===== config.mk =====
export PLATFORM = sky130hd
export DESIGN_NAME = dds_phase_gen
export DESIGN_NICKNAME = d
export VERILOG_FILES = /design/src/rtl/dds_phase_gen.sv
export SDC_FILE = /design/constraint.sdc
export NUM_CORES = 1
export LEC_CHECK = 0
export ABC_AREA = 1
export CORE_ASPECT_RATIO = 1.5
export CORE_MARGIN = 4
export CORE_UTILIZATION = 59
export DETAILED_ROUTE_END_ITERATION = 16
export PLACE_DENSITY = 0.88
export SYNTH_ARGS = -nofsm -noshare
export SYNTH_HDL_FRONTEND = slang
export SYNTH_SLANG_ARGS = --single-unit

===== constraint.sdc =====
create_clock -name clk -period 2.7 [get_ports clk]
set_clock_uncertainty 0.2 [all_clocks]
set_input_delay 0.54 -clock clk [delete_from_list [all_inputs] [get_ports clk]]
set_output_delay 0.54 -clock clk [all_outputs]
set_load 0.005 [all_outputs]

===== src/rtl/dds_phase_gen.sv =====
// dds_phase_gen: frequency-to-tuning-word divider feeding a phase accumulator that addresses a waveform ROM
module dds_phase_gen #(
  parameter int ACC_W  = 32,
  parameter int ADDR_W = 8,
  parameter int SEL_W  = 2,
  parameter int FREQ_W = 20,
  parameter int CLK_HZ = 50_000_000
) (
  input  logic                    clk,
  input  logic                    rst_n,
  input  logic                    cfg_valid,
  output logic                    cfg_ready,
  input  logic                    cfg_clr,
  input  logic [FREQ_W-1:0]       freq_in,
  input  logic [SEL_W-1:0]        wave_sel,
  input  logic [ADDR_W-1:0]       phase_in,
  output logic [SEL_W+ADDR_W-1:0] rom_addr,
  output logic [ACC_W-1:0]        fword,
  output logic                    wrap,
  output logic                    cfg_err
);
  localparam int N  = FREQ_W + ACC_W;
  localparam int RW = $clog2(CLK_HZ) + 1;
  localparam int CW = $clog2(N);
  localparam logic [RW-1:0] DEN  = RW'(CLK_HZ);
  localparam logic [CW-1:0] LAST = CW'(N - 1);
  typedef enum logic [1:0] {IDLE, DIV, LOAD} state_t;
  state_t state, state_nx;
  logic [ACC_W-1:0] acc;
  logic [SEL_W-1:0] sel_r, sel_s;
  logic [ADDR_W-1:0] phase_r, phase_s, top;
  logic clr_s;
  logic [N-1:0] num;
  logic [RW-1:0] rem;
  logic [CW-1:0] cnt;
  logic [RW:0] trial;
  logic ge, sat, do_clr;
  logic [ACC_W:0] sum;
  // num starts as the dividend and fills with quotient bits from the bottom
  assign trial = {rem, num[N-1]};
  assign ge = trial >= {1'b0, DEN};
  assign sat = |num[N-1:ACC_W];
  assign sum = {1'b0, acc} + {1'b0, fword};
  assign do_clr = (state == LOAD) && clr_s;
  assign top = acc[ACC_W-1 -: ADDR_W] + phase_r;
  assign rom_addr = {sel_r, top};
  always_ff @(posedge clk) state <= !rst_n ? IDLE : state_nx;
  always_comb begin
    cfg_ready = state == IDLE;
    state_nx = (state == IDLE) ? (cfg_valid ? DIV : IDLE) :
               (state == DIV)  ? ((cnt == LAST) ? LOAD : DIV) : IDLE;
  end
  always_ff @(posedge clk) begin
    if (!rst_n) begin
      acc <= '0;
      fword <= '0;
      sel_r <= '0;
      phase_r <= '0;
      sel_s <= '0;
      phase_s <= '0;
      clr_s <= 1'b0;
      num <= '0;
      rem <= '0;
      cnt <= '0;
      wrap <= 1'b0;
      cfg_err <= 1'b0;
    end else begin
      acc <= do_clr ? '0 : sum[ACC_W-1:0];
      wrap <= !do_clr && sum[ACC_W];
      cfg_err <= (state == LOAD) && sat;
      if (state == IDLE && cfg_valid) begin
        num <= {freq_in, {ACC_W{1'b0}}};
        rem <= '0;
        cnt <= '0;
        sel_s <= wave_sel;
        phase_s <= phase_in;
        clr_s <= cfg_clr;
      end
      if (state == DIV) begin
        rem <= ge ? RW'(trial - {1'b0, DEN}) : RW'(trial);
        num <= {num[N-2:0], ge};
        cnt <= cnt + CW'(1);
      end
      if (state == LOAD) begin
        fword <= sat ? '1 : num[ACC_W-1:0];
        sel_r <= sel_s;
        phase_r <= phase_s;
      end
    end
  end
endmodule


# == Word level (Yosys, flattened, before mapping) ==
# Cells that the tools add are included.
# word_totals
regBits,174
inputBits,34
output_inout_bits,45
elab_cells,43
# op_classes
add_sub_neg,4
n_lt_le_gt_ge,1
n_eq_ne,3
n_mux,12
n_bitwise,1
reduce_logical,9
# ops
op,count
2-to-1 mux 52 bit,2
2-to-1 mux 27 bit,3
adder 32 x 32 -> 33 bit,1
2-to-1 mux 32 bit,1
">= comparator 28 x 26 -> 1 bit, second input constant",1
"subtractor 27 x 26 -> 27 bit, second input constant",1
OR reduction 20 bit,1
2-to-1 mux 6 bit,2
adder 8 bit,1
"adder 6 x 1 -> 6 bit, second input constant",1
"== test 6 bit, second input constant",1
2-to-1 mux 2 bit,3
logical AND 1 bit,4
"== test 2 x 1 -> 1 bit, second input constant",1
"== test 2 bit, second input constant",1
logical NOT 2 bit,1
nonzero test 2 bit,1
OR reduction 2 bit,1
logical NOT 1 bit,1
2-to-1 mux 1 bit,1
inverter 1 bit,1

# == Depth between registers and ports, before layout ==
# Gate-level depths: netlist of the first run.
# logic_depth
depth_word,4
mapped_depth,13
ltp_nobuf,13

# == Least setup slack after synthesis of the first run ==
# Ideal clock, no wire load.
# synth_path
path_kind,register to output
startpoint,register acc[24]
endpoint,output rom_addr[6]
t_arrival_ns,1.530
t_required_ns,1.960
setup_slack_ns,0.430
path_stages_with_launch,9
path_cell_list,dfxtp_1 > ha_1 > inv_1 > fa_1 > o21ai_0 > a21oi_1 > nor2_1 > nor2_1 > xnor2_1
# synth_via
elab_chain_len,1
# synth_lines
item,line_no,source
from (decl),29,logic [ACC_W-1:0] acc;
from (signal assigned),68,acc <= do_clr ? '0 : sum[ACC_W-1:0];
adder 8 bit,45,assign top = acc[ACC_W-1 -: ADDR_W] + phase_r;
to (decl),17,"output logic [SEL_W+ADDR_W-1:0] rom_addr,"
# Every way passes these cells.

# == Worst setup path after layout of the first run ==
# layout_path
startpoint,register phase_r[0]
endpoint,output rom_addr[6]
# layout_via
elab_chain_len,1
# layout_lines
item,line_no,source
from (decl),31,"logic [ADDR_W-1:0] phase_r, phase_s, top;"
from (signal assigned),87,phase_r <= phase_s;
adder 8 bit,45,
# Every way passes these cells.

==> results.py, run 1 <==
metrics = {
    "outcome": {
        "outcome": "finished, violations left",
        "violations": "setup timing",
    },
    "synth": {
        "yosys_warnings": 0,
        "synth_cell_types": 43,
        "synth.yosys.seq_area_share_pct": 37.1,
        "synth.area.top_cells": "dfxtp_1 (37%), nand2_1 (13%), inv_1 (8.5%), nor2_1 (7.5%), ha_1 (5.5%)",
        "synth_most_common_cell": "nand2_1",
        "synth-xor-area-share_pct": 1.58,
        "syn_nets": 1485,
        "synth_top_cells_by_count": "nand2_1 (336), inv_1 (212), nor2_1 (188), dfxtp_1 (174), a21oi_1 (100)",
        "netlist.area_leader.share_pct": 37.1,
        "syn_avg_cell_area_um2": 6.68,
        "postSynth.asyncResetShare_pct": 0,
        "synth_largest_area_cell": "dfxtp_1",
        "yosys_most_used_dff": "dfxtp_1",
        "synthMuxAreaShare_pct": 0,
        "netlist_instances": 1408,
        "yosys.area_share.simple_pct": 27.9,
        "synth-compound-area-share_pct": 16.4,
        "synth_top_family_by_area": "simple AND/OR/NAND/NOR gates",
        "syn_area_um2": 9400,
        "synth_edf_count": 0,
        "synth-seq-cells": 174,
        "synth_fa_ha_area_share_pct": 5.88,
    },
    "die": {
        "top_level_ports": 79,
        "std_cell_rows": 56,
        "die-area_um2": 18100,
        "coreArea_um2": 15600,
        "start_util_pct": 60.2,
        "die_w_um": 111,
        "fp.dieH_um": 163,
    },
    "clock_network": {
        "clk_pin_slew_ns": 0.07,
        "cts_buffers": 17,
        "clkLatencyLatePin_ns": 0.43,
        "root_buffer": "clkbuf_16",
        "cts_tree": "yes",
        "cts_buffer_depth": 2,
        "cts.sink_count": 174,
        "htreeDepth": 4,
    },
    "layout": {
        "drive_gt1_share_pct": 6.26,
        "antenna_cells": 0,
        "fin_area_um2": 11000,
        "fillerInstances": 1270,
        "utilization_pct": 70.5,
        "area_growth_syn_to_layout_pct": 17.1,
        "multi_input_area_um2": 4950,
        "seq_area_um2": 3490,
        "nets": 1550,
    },
    "drt": {
        "drc_errors": 0,
        "drt-total-wl_um": 23700,
        "via_count": 9277,
        "viasPerCell": 5.49,
        "ant_nets": 0,
        "drt_iter0_drc": 596,
        "dr.pass1.iters": 5,
        "routedWlPerCell_um": 14.0,
    },
    "placement": {
        "dp_hpwl_um": 16900,
        "pre_cts_ws_ns": -0.226,
        "numPortBuffers": 78,
        "dpl_cell_area_um2": 10400,
        "gp_congestion": 0.958,
    },
    "critical_path": {
        "crit_arrival_ns": 2.13,
        "crit_required_ns": 1.96,
        "crit_path_frequent_cell": "nor2_1",
        "crit_path_max_incr_delay_ns": 0.36,
        "path_delay_family": "adder cells",
        "r2r-end": "acc[30]",
        "rrSetupSlack_ns": 0.38,
        "endpoint_kind": "output port",
        "crit_buf_inv": 2,
        "critical_path.slowest_cell": "dfxtp_2",
        "r2r_cells": 11,
        "start_kind": "flip-flop",
        "cp_max_fo": 2,
        "path_class": "flip-flop to output port",
        "crit_chain": "ha_4 -> inv_2 -> fa_2 -> o21ai_2 -> a21oi_1 -> nor2_1 -> nor2_1 -> xnor2_1 -> buf_2",
        "worstReg2RegStart": "fword[0]",
    },
    "global_route": {
        "grt_pass1_wl_um": 39100,
        "track_usage_pct": 26.0,
        "grt_pass1_vias": 8850,
        "antenna_found_initial": 0,
        "grt_max_degree": 65,
        "grt_overflow": 0,
    },
    "power": {
        "pwr-share-clk_pct": 43.7,
        "netSwitchingFraction_pct": 24.2,
        "powerDensity_nw_per_um2": 474,
        "power_mw": 5.22,
        "ir_drop_mv": 0.388,
        "pwr-share-comb_pct": 5.8,
        "cell_internal_pwr_mw": 3.96,
        "leakage_nw": 4.80,
        "power_frac_seq_pct": 50.5,
        "p_sw_mw": 1.26,
    },
    "sta": {
        "worst_slack_ns": -0.170,
        "relSlewSlack_pct": 61.2,
        "maxClockFrequency_mhz": 348,
        "fin_hold_ws_ns": 0.276,
        "rsz0062_at_grt": "true",
        "worst_pin_slew_ns": 0.582,
        "period_minus_slack_ns": 2.87,
        "drv_slew": 0,
        "setup_violations": 1,
        "fin_crit_sh_pct": 106,
        "finalHoldViolations": 0,
    },
    "min_path": {
        "hold_depth": 2,
        "hold_class": "flip-flop to flip-flop",
        "min_from": "num[44]",
        "min_to": "num[44]",
    },
    "run": {
        "maxCapViolations": 0,
    },
}
state kept, by name, summed over array words and instances, names as in the netlist, 6 cells and up:
| register | count |
|---|---|
| phase_s | 8 |
| rem | 27 |
| phase_r | 8 |
| cnt | 6 |
| fword | 32 |
| acc | 32 |
| num | 52 |
worst register-to-register path, stage by stage, from the launching register on:
cell and delay, ns:
dfxtp_1 0.32, ha_1 0.25, fa_1 0.42, nand2_1 0.11, o21ai_2 0.10, nand2_1 0.10, nand2_1 0.09, nand2_1 0.11
nand2_1 0.13, nand2_1 0.14, nand3_1 0.09, a21oi_1 0.20
layout by cell type (no fill, tap or decap), types with 4 or more instances in the layout:
cell type        count
ha_1                38
clkbuf_16           17
clkdlybuf4s50_1     71
a31oi_1              8
dfxtp_1            170
dfxtp_2              4
o211ai_1             4
inv_1              210
nand2_2              6
nor2_1             186
buf_4               17
a22oi_1              9
o32ai_1             32
nor2_2               6
xor2_1              15
o221ai_1             9
nor3_1              11
nand2_1            335
inv_6                4
nand4_1             14
inv_2                7
nand3_1             66
o21ai_0             81
a21oi_1             98
nor4_1               6
stage by stage:
step | instances | setup TNS [ns]
floorplan | 1408 | 0
detailed placement | 1654 | -0.278
global route | 1689 | -0.316
CTS | 1687 | -0.204
global placement | 1654 | -0.0951
finish | 1689 | -0.170
power by group through the flow:
| stage | registers (mW) | clock network, mW | logic [mW] |
|---|---|---|---|
| after global routing | 2.64 | 2.40 | 0.338 |
| after detailed placement | 2.69 | 0 | 0.302 |
| after global placement | 2.69 | 0 | 0.295 |
| final | 2.64 | 2.28 | 0.305 |
| after floorplan | 2.69 | 0 | 0.188 |
| after CTS | 2.64 | 2.31 | 0.304 |
timing repair:
item / in CTS / in global routing
resized for setup: 25 / 11
pin swaps: 5 / 9
buffers inserted: 2 / 2
endpoints found under the setup margin: 7 / 5
hold buffers: 0 / 0
kinds of logic after synthesis:
kind of cell	Yosys count
simple gates	642
buf+inv	271
compound gates	261
flops	174
fa+ha+maj	43
xor+xnor	17
routing by layer:
| layer | up-vias | GRT usage, % | routed length, um |
|---|---|---|---|
| met5 | - | 0 | 0 |
| met4 | 0 | 13.6 | 1060 |
| met3 | 80 | 4.20 | 781 |
| met2 | 219 | 48.9 | 12600 |
| met1 | 4293 | 27.7 | 9270 |
| li1 | 4685 | - | - |
how the worst max path moves through the flow:
stage	from	endpoint	slack [ns]	depth (start not counted)
after floorplan	acc[24]	rom_addr[6]	0.43	8
after global placement	acc[24]	rom_addr[6]	-0.08	9
after detailed placement	acc[24]	rom_addr[6]	-0.23	9
after CTS	phase_r[0]	rom_addr[6]	-0.20	9
after global routing	phase_r[0]	rom_addr[6]	-0.23	9
final	phase_r[0]	rom_addr[6]	-0.17	9
area by class of cell:
| class | instances | area share (%) |
|---|---|---|
| repair buffers | 99 | 8.68 |
| multi-input cells | 963 | 45.0 |
| clock buffers | 22 | 4.22 |
| clock inverters | 10 | 0.727 |
| inverters | 218 | 7.43 |
| well taps | 203 | 2.31 |
| flip-flops and latches | 174 | 31.7 |
Power figures use the tool's default switching activity.
==> run 2, diff against run 1 <==
--- a/config.mk
+++ b/config.mk
@@ -9,7 +9,9 @@
 export CORE_ASPECT_RATIO = 1.5
 export CORE_MARGIN = 4
 export CORE_UTILIZATION = 59
+export CTS_CLUSTER_SIZE = 8
 export DETAILED_ROUTE_END_ITERATION = 16
+export GPL_TIMING_DRIVEN = 0
 export PLACE_DENSITY = 0.88
 export SYNTH_ARGS = -nofsm -noshare
 export SYNTH_HDL_FRONTEND = slang
==> run 2 against run 1 <==
Compared with the run above:
- the run still ends with setup timing left
- design area up 0.67%
- clock power up 6%
- final cell count up 2.2%
- critical path depth unchanged
- worst hold slack worse by 0.019 ns
- global-route usage up 1.5 points
- combinational power up 4%
- sequential share of layout area down 0.19 points
- register-to-register slack worse by 0.08 ns
- via count up 2.4%
- power up 2.8%
- critical endpoint unchanged
==> results.py, run 2 (synthesis gave the netlist of run 1 again) <==
metrics = {
    "outcome": {
        "outcome": "finished, violations left",
        "violations": "setup timing",
    },
    "drt": {
        "ant_nets": 0,
        "dr.pass1.iters": 6,
        "viasPerCell": 5.50,
        "via_count": 9501,
        "drc_errors": 0,
        "drt_iter0_drc": 582,
        "drt-total-wl_um": 25200,
        "routedWlPerCell_um": 14.6,
    },
    "critical_path": {
        "endpoint_kind": "output port",
        "critical_path.slowest_cell": "dfxtp_2",
        "worstReg2RegStart": "fword[0]",
        "path_class": "flip-flop to output port",
        "crit_chain": "ha_4 -> inv_2 -> fa_2 -> o21ai_2 -> a21oi_1 -> nor2_1 -> nor2_1 -> xnor2_1 -> buf_2",
        "r2r-end": "acc[30]",
        "crit_required_ns": 1.96,
        "endpoint": "rom_addr[6]",
        "r2r_cells": 12,
        "rrSetupSlack_ns": 0.30,
        "path_delay_family": "adder cells",
        "crit_buf_inv": 2,
        "cp.depth": 9,
        "setup.worst_path.start": "phase_r[0]",
        "crit_path_frequent_cell": "nor2_1",
        "start_kind": "flip-flop",
        "crit_arrival_ns": 1.98,
        "cp_max_fo": 2,
        "crit_path_max_incr_delay_ns": 0.37,
    },
    "layout": {
        "largest_reg_flops": 52,
        "final_common_cell": "nand2_1",
        "nets": 1587,
        "utilization_pct": 70.9,
        "area_growth_syn_to_layout_pct": 17.9,
        "top_regs": "num: 52 flops, acc: 32 flops, fword: 32 flops",
        "fin_area_um2": 11100,
        "antenna_cells": 0,
        "seq_area_um2": 3490,
        "multi_input_area_um2": 4910,
        "top_register": "num",
        "fillerInstances": 1243,
        "drive_gt1_share_pct": 5.78,
        "final_cell_mix": "nand2_1 (335), inv_1 (211), nor2_1 (188)",
    },
    "sta": {
        "drv_slew": 0,
        "worst_pin_slew_ns": 0.742,
        "relSlewSlack_pct": 50.6,
        "maxClockFrequency_mhz": 368,
        "worst_slack_ns": -0.0185,
        "setup_violations": 1,
        "finalHoldViolations": 0,
        "rsz0062_at_grt": "true",
        "fin_crit_sh_pct": 101,
        "period_minus_slack_ns": 2.72,
    },
    "die": {
        "std_cell_rows": 56,
        "coreArea_um2": 15600,
        "start_util_pct": 60.2,
        "die_w_um": 111,
        "top_level_ports": 79,
        "fp.dieH_um": 163,
        "die-area_um2": 18100,
    },
    "clock_network": {
        "htreeDepth": 4,
        "cts.hold.buffers_added": 0,
        "cts_buffers": 17,
        "root_buffer": "clkbuf_16",
        "clk_pin_slew_ns": 0.08,
        "cts_tree": "yes",
        "cts.sink_count": 174,
        "cts_buffer_depth": 2,
        "clkLatencyLatePin_ns": 0.44,
    },
    "global_route": {
        "grt_overflow": 0,
        "grt_pass1_wl_um": 41000,
        "antenna_found_initial": 0,
        "track_usage_pct": 27.5,
        "grt_pass1_vias": 9182,
        "grt_max_degree": 19,
    },
    "run": {
        "maxCapViolations": 0,
    },
    "placement": {
        "numPortBuffers": 78,
        "dpl_cell_area_um2": 10400,
        "dp_hpwl_um": 18700,
        "gp_congestion": 0.982,
    },
    "power": {
        "ir_drop_mv": 0.367,
        "leakage_nw": 4.83,
        "powerDensity_nw_per_um2": 484,
    },
    "min_path": {
        "hold_class": "flip-flop to flip-flop",
    },
}
==> run 2: changes by cell type in the layout (fill, tap and decap cells not counted), moves of 2 or more <==
cell / previous run / this run
clkbuf_1: 3 / 39
buf_4: 17 / 8
buf_2: 3 / 11
inv_8: 0 / 4
buf_12: 3 / 0
buf_1: 0 / 2
clkinv_8: 0 / 2
clkinvlp_4: 3 / 1
ha_2: 0 / 2
nor2_1: 186 / 188
==> run 2: stage by stage <==
stage	setup slack [ns]	hold WS, ns	setup TNS, ns	cells	power (mW)
after floorplan	0.430	0.230	0	1408	2.87
after global routing	-0.144	0.292	-0.198	1726	5.52
after detailed placement	-0.283	0.248	-0.386	1689	3.00
after global placement	-0.227	0.243	-0.228	1689	3.00
final	-0.0185	0.257	-0.0185	1726	5.37
after CTS	-0.0505	0.258	-0.0505	1722	5.38
==> run 2: repair_timing <==
| item | CTS | global route |
|---|---|---|
| setup buffers | 1 | 4 |
| gates cloned | 0 | 0 |
| setup endpoints to repair | 7 | 4 |
| pin swaps | 6 | 3 |
| resized for setup | 23 | 12 |
==> run 2: cell type report <==
type	count	area share, %
well taps	203	2.29
clock buffers	18	3.96
flip-flops and latches	174	31.5
multi-input cells	963	44.3
inverters	218	7.38
repair buffers	83	7.17
plain buffers	53	2.09
clock inverters	14	1.29
==> run 2: where the power goes <==
part	internal, mW	switching (mW)
Clock	1.25	1.16
Sequential	2.61	0.0270
Combinational	0.112	0.204
==> run 2: worst reg2reg max path: cells and delay by family, from the launching register on <==
family	cells	cell delay (ns)
AOI/OAI and AO/OA	2	0.41
adders and majority gates	2	0.50
DFF	1	0.41
and+or+nand+nor	8	0.82
==> run 2: worst min path at each step <==
stage / startpoint / endpoint / slack, ns / cells past startpoint
after floorplan: clr_s / clr_s / 0.23 / 2
after global routing: num[44] / num[44] / 0.29 / 2
after detailed placement: clr_s / clr_s / 0.25 / 2
final: clr_s / clr_s / 0.26 / 2
after global placement: clr_s / clr_s / 0.24 / 2
after CTS: clr_s / clr_s / 0.26 / 2
==> run 2: metal layers <==
metal	up-vias	part of all wire (%)	GRT usage, %
met2	281	53	52.2
li1	4768	-	-
met5	-	0	0
met4	0	5.7	16.9
met3	100	3.9	4.16
met1	4352	38	28.0
